## src/rtl/bram_port_rmw_arbiter.sv

```systemverilog
`default_nettype none
`timescale 1ns/1ps
// ============================================================================
// Module   : bram_port_rmw_arbiter
// Function : Round-robin sharing of one BRAM port; bit write mask in logic
// Revision : 1.0  initial release
// ============================================================================
module bram_port_rmw_arbiter #(
  parameter int NREQ = 2,
  parameter int AW   = 12,
  parameter int DW   = 4
) (
  input  logic             clk,
  input  logic             rst_n,
  input  logic [NREQ-1:0]    req_valid_i,
  output logic [NREQ-1:0]    req_ready_o,
  input  logic [NREQ*AW-1:0] req_a_i,
  input  logic [NREQ*DW-1:0] req_d_i,
  input  logic [NREQ-1:0]    req_we_i,
  input  logic [NREQ*DW-1:0] req_wem_i,
  output logic [NREQ-1:0]    rsp_valid_o,
  output logic [DW-1:0]      rsp_data_o,
  output logic [AW-1:0]      mem_a_o,
  output logic [DW-1:0]      mem_d_o,
  output logic             mem_we_o,
  output logic             mem_ce_o,
  input  logic [DW-1:0]      mem_q_i
);

  localparam int IDW = (NREQ > 1) ? $clog2(NREQ) : 1;

  localparam logic [1:0] S_IDLE   = 2'd0;
  localparam logic [1:0] S_RMW_RD = 2'd1;
  localparam logic [1:0] S_RMW_WR = 2'd2;

  logic [1:0]     state_q, state_d;
  logic [IDW-1:0] ptr_q, ptr_d;
  logic           mem_ce_q, mem_ce_d, mem_we_q, mem_we_d;
  logic [AW-1:0]  mem_a_q, mem_a_d;
  logic [DW-1:0]  mem_d_q, mem_d_d;
  logic [AW-1:0]  rmw_a_q, rmw_a_d;
  logic [DW-1:0]  rmw_dat_q, rmw_dat_d, rmw_wem_q, rmw_wem_d;
  logic [IDW-1:0] rmw_id_q, rmw_id_d;
  logic           p1_valid_q, p1_valid_d, p1_useq_q, p1_useq_d;
  logic [IDW-1:0] p1_id_q, p1_id_d;
  logic [DW-1:0]  p1_data_q, p1_data_d;
  logic           s2_valid_q, s2_valid_d, s2_useq_q, s2_useq_d;
  logic [IDW-1:0] s2_id_q, s2_id_d;
  logic [DW-1:0]  s2_data_q, s2_data_d;

  logic [NREQ-1:0] grant;
  logic [IDW-1:0]  gidx;
  logic            found;
  int              idx;
  logic [AW-1:0]   sel_a;
  logic [DW-1:0]   sel_d, sel_wem, merged;
  logic            sel_we, is_full, is_rmw;

  // Grant only depends on valid, state and pointer, never on the write fields.
  always_comb begin
    grant = '0;
    gidx  = '0;
    found = 1'b0;
    idx   = 0;
    if (state_q == S_IDLE) begin
      for (int k = 0; k < NREQ; k++) begin
        idx = (int'(ptr_q) + k) % NREQ;
        if (!found && req_valid_i[idx]) begin
          found      = 1'b1;
          grant[idx] = 1'b1;
          gidx       = IDW'(idx);
        end
      end
    end
  end

  assign req_ready_o = grant;

  always_comb begin
    sel_a   = req_a_i[gidx*AW +: AW];
    sel_d   = req_d_i[gidx*DW +: DW];
    sel_wem = req_wem_i[gidx*DW +: DW];
    sel_we  = req_we_i[gidx];
    is_full = sel_we && (&sel_wem);
    is_rmw  = sel_we && (|sel_wem) && !(&sel_wem);
  end

  assign merged = (mem_q_i & ~rmw_wem_q) | (rmw_dat_q & rmw_wem_q);

  always_comb begin
    state_d    = state_q;
    ptr_d      = ptr_q;
    mem_ce_d   = 1'b0;
    mem_we_d   = 1'b0;
    mem_a_d    = mem_a_q;
    mem_d_d    = mem_d_q;
    rmw_a_d    = rmw_a_q;
    rmw_dat_d  = rmw_dat_q;
    rmw_wem_d  = rmw_wem_q;
    rmw_id_d   = rmw_id_q;
    p1_valid_d = 1'b0;
    p1_useq_d  = p1_useq_q;
    p1_id_d    = p1_id_q;
    p1_data_d  = p1_data_q;
    s2_valid_d = p1_valid_q;
    s2_useq_d  = p1_useq_q;
    s2_id_d    = p1_id_q;
    s2_data_d  = p1_data_q;
    case (state_q)
      S_IDLE: begin
        if (found) begin
          ptr_d    = (gidx == IDW'(NREQ - 1)) ? '0 : gidx + 1'b1;
          mem_ce_d = 1'b1;
          mem_a_d  = sel_a;
          if (is_rmw) begin
            state_d   = S_RMW_RD;
            rmw_a_d   = sel_a;
            rmw_dat_d = sel_d;
            rmw_wem_d = sel_wem;
            rmw_id_d  = gidx;
          end else begin
            p1_valid_d = 1'b1;
            p1_id_d    = gidx;
            p1_useq_d  = !is_full;
            p1_data_d  = sel_d;
            if (is_full) begin
              mem_we_d = 1'b1;
              mem_d_d  = sel_d;
            end
          end
        end
      end
      S_RMW_RD: begin
        state_d  = S_RMW_WR;
        mem_ce_d = 1'b1;
        mem_we_d = 1'b1;
        mem_a_d  = rmw_a_q;
      end
      S_RMW_WR: begin
        // The pipeline stage is necessarily empty here: nothing was accepted
        // while the read half of this sequence was in flight.
        state_d    = S_IDLE;
        mem_d_d    = merged;
        s2_valid_d = 1'b1;
        s2_useq_d  = 1'b0;
        s2_id_d    = rmw_id_q;
        s2_data_d  = merged;
      end
      default: state_d = S_IDLE;
    endcase
  end

  always_ff @(posedge clk or negedge rst_n) begin
    if (!rst_n) begin
      state_q    <= S_IDLE;
      ptr_q      <= '0;
      mem_ce_q   <= 1'b0;
      mem_we_q   <= 1'b0;
      mem_a_q    <= '0;
      mem_d_q    <= '0;
      rmw_a_q    <= '0;
      rmw_dat_q  <= '0;
      rmw_wem_q  <= '0;
      rmw_id_q   <= '0;
      p1_valid_q <= 1'b0;
      p1_useq_q  <= 1'b0;
      p1_id_q    <= '0;
      p1_data_q  <= '0;
      s2_valid_q <= 1'b0;
      s2_useq_q  <= 1'b0;
      s2_id_q    <= '0;
      s2_data_q  <= '0;
    end else begin
      state_q    <= state_d;
      ptr_q      <= ptr_d;
      mem_ce_q   <= mem_ce_d;
      mem_we_q   <= mem_we_d;
      mem_a_q    <= mem_a_d;
      mem_d_q    <= mem_d_d;
      rmw_a_q    <= rmw_a_d;
      rmw_dat_q  <= rmw_dat_d;
      rmw_wem_q  <= rmw_wem_d;
      rmw_id_q   <= rmw_id_d;
      p1_valid_q <= p1_valid_d;
      p1_useq_q  <= p1_useq_d;
      p1_id_q    <= p1_id_d;
      p1_data_q  <= p1_data_d;
      s2_valid_q <= s2_valid_d;
      s2_useq_q  <= s2_useq_d;
      s2_id_q    <= s2_id_d;
      s2_data_q  <= s2_data_d;
    end
  end

  // Read data only exists on the BRAM Q port in the cycle it is consumed.
  assign mem_ce_o = mem_ce_q;
  assign mem_we_o = mem_we_q;
  assign mem_a_o  = mem_a_q;
  assign mem_d_o  = (state_q == S_RMW_WR) ? merged : mem_d_q;

  always_comb begin
    rsp_valid_o = '0;
    rsp_data_o  = '0;
    if (s2_valid_q) begin
      rsp_valid_o[s2_id_q] = 1'b1;
      rsp_data_o           = s2_useq_q ? mem_q_i : s2_data_q;
    end
  end

endmodule
`default_nettype wire

```

## config.mk

```make
export PLATFORM = sky130hd
export DESIGN_NAME = bram_port_rmw_arbiter
export DESIGN_NICKNAME = d
export VERILOG_FILES = /design/src/rtl/bram_port_rmw_arbiter.sv
export SDC_FILE = /design/constraint.sdc
export NUM_CORES = 1
export LEC_CHECK = 0
export BUFFER_PORTS_ARGS = -buffer_cell sky130_fd_sc_hd__buf_2
export CAP_MARGIN = 10
export CORE_ASPECT_RATIO = 0.6
export CORE_MARGIN = 5
export CORE_UTILIZATION = 25
export CTS_BUF_LIST = sky130_fd_sc_hd__clkbuf_2 sky130_fd_sc_hd__clkbuf_4 sky130_fd_sc_hd__clkbuf_8
export CTS_CLUSTER_SIZE = 28
export DETAILED_ROUTE_END_ITERATION = 7
export SYNTH_ARGS = -nofsm -noshare
export SYNTH_HDL_FRONTEND = slang
export SYNTH_SLANG_ARGS = --single-unit
```

## constraint.sdc

```tcl
create_clock -name clk -period 1.6 [get_ports clk]
set_input_delay 0.4 -clock clk [delete_from_list [all_inputs] [get_ports clk]]
set_output_delay 0.4 -clock clk [all_outputs]
set_load 0.01 [all_outputs]
```

# Yosys cells after proc, flatten, opt, wreduce, memory -nomap -nowiden
# Index checks and enable logic that the tools add are counted.
# W data, S select, Z words.
# word_totals
register_bits	56
latchBits	0
ramBits	0
rom_bits	0
input_bits	50
wordCells	116
n_memories	0
# op_classes
addsub	2
n_mul	1
div_mod_pow	0
order_cmp	7
n_eq_ne	6
shifts	3
mux	51
bitwise_logic	7
reduce_logical	21
# op_table
op	n
$mux W1	28
$mux W4	7
$pmux W12 S2	1
$shiftx A24 B6 Y12	1
$shiftx A8 B4 Y4	2
$mux W2	7
$mux W12	1
$and A4 B4 Y4	2
$ne A2 B2 Y1 const B	4
$pmux W4 S2	1
$reduce_and A4 Y1	2
$logic_and A1 B1 Y1	7
$lt A1 B2 Y1 const B	3
$reduce_and A2 Y1	3
$reduce_and A3 Y1	2
$not A4 Y4	1
$or A4 B4 Y4	1
$pmux W1 S2	2
$pmux W2 S2	1
$reduce_bool A2 Y1	2
$reduce_or A4 Y1	1
$demux W1 S1	3
$logic_not A1 Y1	3
$lt A2 B3 Y1 const B	1
other kinds (10)	12

# Longest topological paths before layout
# logic_depth
ltp_word	15
ltp_mapped	7
mapped_depth_nobuf	6

# Least setup slack after synthesis
# Ideal clock, no wire load.
# synth_timing
path_type	reg2reg
startpoint	reg state_q[0]
endpoint	reg mem_d_q[0]
arrival_ps	1495
required_time_ps	1475
setup_slack_ps	-20
path_stages_with_launch	7
period_less_slack_ps	1620
cell_sequence	dfrtp_1 nor2_1 nand3_1 buf_4 mux2i_1 o21bai_2 mux2_2
# synth_between
elab_chain_len	8
elab_cells_between_ends	23
cone_classes	4 x eq/ne; 2 x shift; 8 x mux; 9 x reduce/logical
# synth_rtl
element	line_no	rtl
start: declaration	36	logic [1:0] state_q, state_d;
start signal: assignment	174	state_q <= state_d;
$logic_not A2 Y1	65, 109	
$mux W1	65	if (state_q == S_IDLE) begin
$shiftx A8 B4 Y4 or $mux W1 (tied branches)	82, 83	
$reduce_or A4 Y1 (tied with other cells)	85	is_rmw = sel_we && (|sel_wem) && !(&sel_wem);
$logic_and A1 B1 Y1 or $logic_not A1 Y1 (tied branches)	85	
$logic_and A1 B1 Y1	85	
$ne A2 B2 Y1 (no line)	--	
$reduce_and A4 Y1 (no line)	--	
end signal: assignment	179	mem_d_q <= mem_d_d;
end: declaration	40	logic [DW-1:0] mem_d_q, mem_d_d;
# Parallel ways exist; a longest one is shown, timed or not. The select of a mux whose other input is x is not followed.
# A chain may end at the register's enable or synchronous reset.

# Worst setup path in the final report
# layout_timing
startpoint	reg state_q[1]
endpoint	out mem_d_o[0]
# layout_between
elab_chain_len	2
# layout_rtl
element	line_no	rtl
$eq A2 B2 Y1	199	assign mem_d_o = (state_q == S_RMW_WR) ? merged : mem_d_q;
$mux W4	199	
end: declaration	24	output logic [DW-1:0] mem_d_o,
# No other way between the ends.

==> results.json <==
{
  "status": "finished with violations",
  "violations": "setup timing",
  "crit_family": "flip-flops",
  "grt_max_degree": 31,
  "min_period_ns": 1.91,
  "synthCells": 258,
  "firstDrtPassIters": 6,
  "cts.clk_slew.worst_paths_ns": 0.10,
  "max_slew.worst_pin.slew_ns": 0.681,
  "slew_headroom": 0.546,
  "final_net_count": 427,
  "slew_violations": 0,
  "gp_congestion": 0.761,
  "multi_input_area_um2": 1820,
  "hpwl_um": 6190,
  "seq_power_share": 0.350,
  "start_util": 0.259,
  "die_w_um": 146,
  "synth.net_count": 308,
  "cp_max_fo": 6,
  "crit_buf_inv": 3,
  "area_delta_synth_final_pct": 63.9,
  "slowest_delay_ns": 0.44,
  "nFillCells": 1002,
  "vias_per_cell": 4.79,
  "yosysTopAreaCell": "dfrtp_1",
  "grt_overflow": 0,
  "ctsHoldBuffers": 0,
  "p_per_area_nw_per_um2": 1620,
  "syn_avg_cell_area_um2": 10.8,
  "core_um2": 10700,
  "layout_common_cells": "buf_2, dfrtp_1, buf_4",
  "grt_pass1_wl_um": 15000,
  "hold_viol": 0,
  "swShare": 0.379,
  "totalWireLength_um": 9240,
  "p_clk_frac": 0.128,
  "synthTopCellsByArea": "dfrtp_1, mux2i_1, a222oi_1",
  "setup_viol": 49,
  "critical_path_class": "register to primary output",
  "clk_latency_ns": 0.32,
  "io_buffers": 75,
  "drc_errors": 0,
  "antenna_left": 0,
  "hp-class": "input port to asynchronous set/reset pin",
  "cts_made_buffers": 5,
  "num_vias": 2479,
  "critPathLaunchType": "register",
  "critPathMostFrequentCell": "buf_6",
  "die_y_um": 91.6,
  "peakVddDrop_mv": 0.560,
  "critPathCaptureType": "primary output",
  "mostFrequentLayoutCell": "buf_2",
  "ys_types": 36,
  "ys.flop_type": "dfrtp_1",
  "cp.required_ns": 1.20,
  "clock_sinks": 56,
  "grt_use_total": 0.141,
  "drive_gt1_frac": 0.616,
  "critPathArrivalTime_ns": 1.51,
  "grt_antenna_before_repair": 0,
  "grt_setup_unrepaired": "yes",
  "period_share": 1.19,
  "power_frac_comb": 0.521,
  "final-seq-area_um2": 1400,
  "drtIter0Drc": 176,
  "yosys.area.top_type_share": 0.505,
  "synth_edf_count": 0,
  "p_int_mw": 4.58,
  "cts_tree": "done",
  "fin_tns_setup_ns": -6.41,
  "die_area_um2": 13400,
  "path_cells": "buf_6, nor2b_4, buf_8, nand2_4, o21a_1, buf_6",
  "clockBufferDepth": 2,
  "rows": 29,
  "worst-path-stages": 6,
  "io-pin-count": 76,
  "layout_setup_ws_ns": -0.308,
  "ys_seq_area_frac": 0.505,
  "htree_levels": 2,
  "leakagePower_nw": 2.00,
  "fin_util": 0.425,
  "max_cap_viol_count": 0,
  "wl_per_cell_um": 17.9,
  "async_flop_share": 1.00,
  "root_buffer": "clkbuf_8",
  "fmax_mhz": 524,
  "grt_pass1_vias": 2723,
  "syn-cell-area_um2": 2770,
  "n_antenna_cell": 0,
  "reg2reg_depth": 9,
  "crit_path_top_delay_cell": "dfrtp_1",
  "synth_seq_cells": 56,
  "finClkSkew_ns": 0.00611,
  "p_switching_mw": 2.79,
  "ys.warnings.count": 0
}
-- sequential cells by signal (all words and copies together) (netlist names) --
signal      cells
mem_ce_o        1
p1_valid_q      1
rmw_a_q        12
rmw_wem_q       4
mem_d_q         4
s2_id_q         1
s2_data_q       4
s2_valid_q      1
state_q         2
ptr_q           1
rmw_dat_q       4
p1_useq_q       1
p1_data_q       4
p1_id_q         1
s2_useq_q       1
mem_a_o        12
mem_we_o        1
rmw_id_q        1
-- power by group through the flow --
stage / clock network [mW] / registers (mW) / logic [mW]
after floorplan: 0 / 2.45 / 1.51
after global placement: 0 / 2.46 / 2.52
after detailed placement: 0 / 2.49 / 2.58
after CTS: 0.976 / 2.46 / 3.39
after global routing: 1.03 / 2.67 / 4.16
final: 0.946 / 2.58 / 3.84
-- logic make-up after synthesis --
kind of cell,after synthesis,synth area share
buffers and inverters,22,0.0352
multiplexers,34,0.129
AO/OA/AOI/OAI,72,0.184
flip-flops,56,0.505
AND/OR/NAND/NOR,74,0.147
-- stage by stage --
step / instances / cell area [µm²] / worst slack [ns] / hold WS (ns) / power [mW]
final: 517 / 4550 / -0.308 / 0.0188 / 7.36
after global routing: 517 / 4550 / -0.388 / 0.0346 / 7.86
after CTS: 512 / 4210 / -0.317 / 0.0254 / 6.83
after detailed placement: 488 / 3570 / -0.223 / 0.379 / 5.07
after global placement: 488 / 3570 / -0.195 / 0.366 / 4.98
after floorplan: 258 / 2780 / -0.000223 / 0.104 / 3.96
-- worst reg2reg max path: stages (launching register included) --
cell and delay [ns]:
dfrtp_1 0.41, buf_6 0.13, nor2_4 0.14, nand3_4 0.12
buf_8 0.16, buf_6 0.12, mux2i_4 0.17, or2_4 0.30
inv_4 0.08, a2bb2oi_2 0.13
-- Yosys cell counts, types with 2 or more instances --
master,instances
a21boi_0,4
a21oi_1,22
a222oi_1,12
and2_1,2
buf_2,5
buf_4,2
clkbuf_1,10
dfrtp_1,56
inv_1,4
mux2_1,3
mux2i_1,29
nand2_1,7
nand2b_1,4
nand3_1,3
nor2_1,29
nor2b_1,19
o21a_1,8
o21ai_0,5
o21ai_1,4
o31ai_1,12
or2_2,2
or4_4,2
-- path summary, 6_finish.rpt --
path / from / to / slack, ns
setup / recovery: state_q[1] / mem_d_o[0] / -0.31
hold / removal: rst_n / rmw_dat_q[1] / 0.02
setup reg to reg: state_q[0] / p1_useq_q / -0.22
hold reg to reg: p1_valid_q / s2_valid_q / 0.44
max in group asynchronous: rst_n / s2_useq_q / 1.05
min in group clk: req_a_i[3] / rmw_a_q[3] / 0.39
-- layout make-up --
cell class,count,share of cell area
inverter,5,0.00468
multi-input combinational,180,0.401
clock inverter,3,0.00936
sequential,56,0.308
tap,139,0.0382
timing repair buffer,129,0.223
clock buffer,5,0.0151
-- what timing repair did --
item / 4_1_cts / 5_1_grt
gates cloned: 6 / 0
endpoints found under the setup margin: 53 / 53
buffers inserted: 11 / 8
resized for setup: 76 / 77
pin swaps: 10 / 10
-- per-layer routing --
layer / vias up / track usage / part of all wire
met3: 5 / 0.0318 / 0.057
met1: 1233 / 0.213 / 0.51
met4: 0 / 0.0258 / 0.0043
met5: - / 0 / 0
li1: 1180 / - / -
met2: 61 / 0.206 / 0.43
Power figures use the tool's default switching activity.
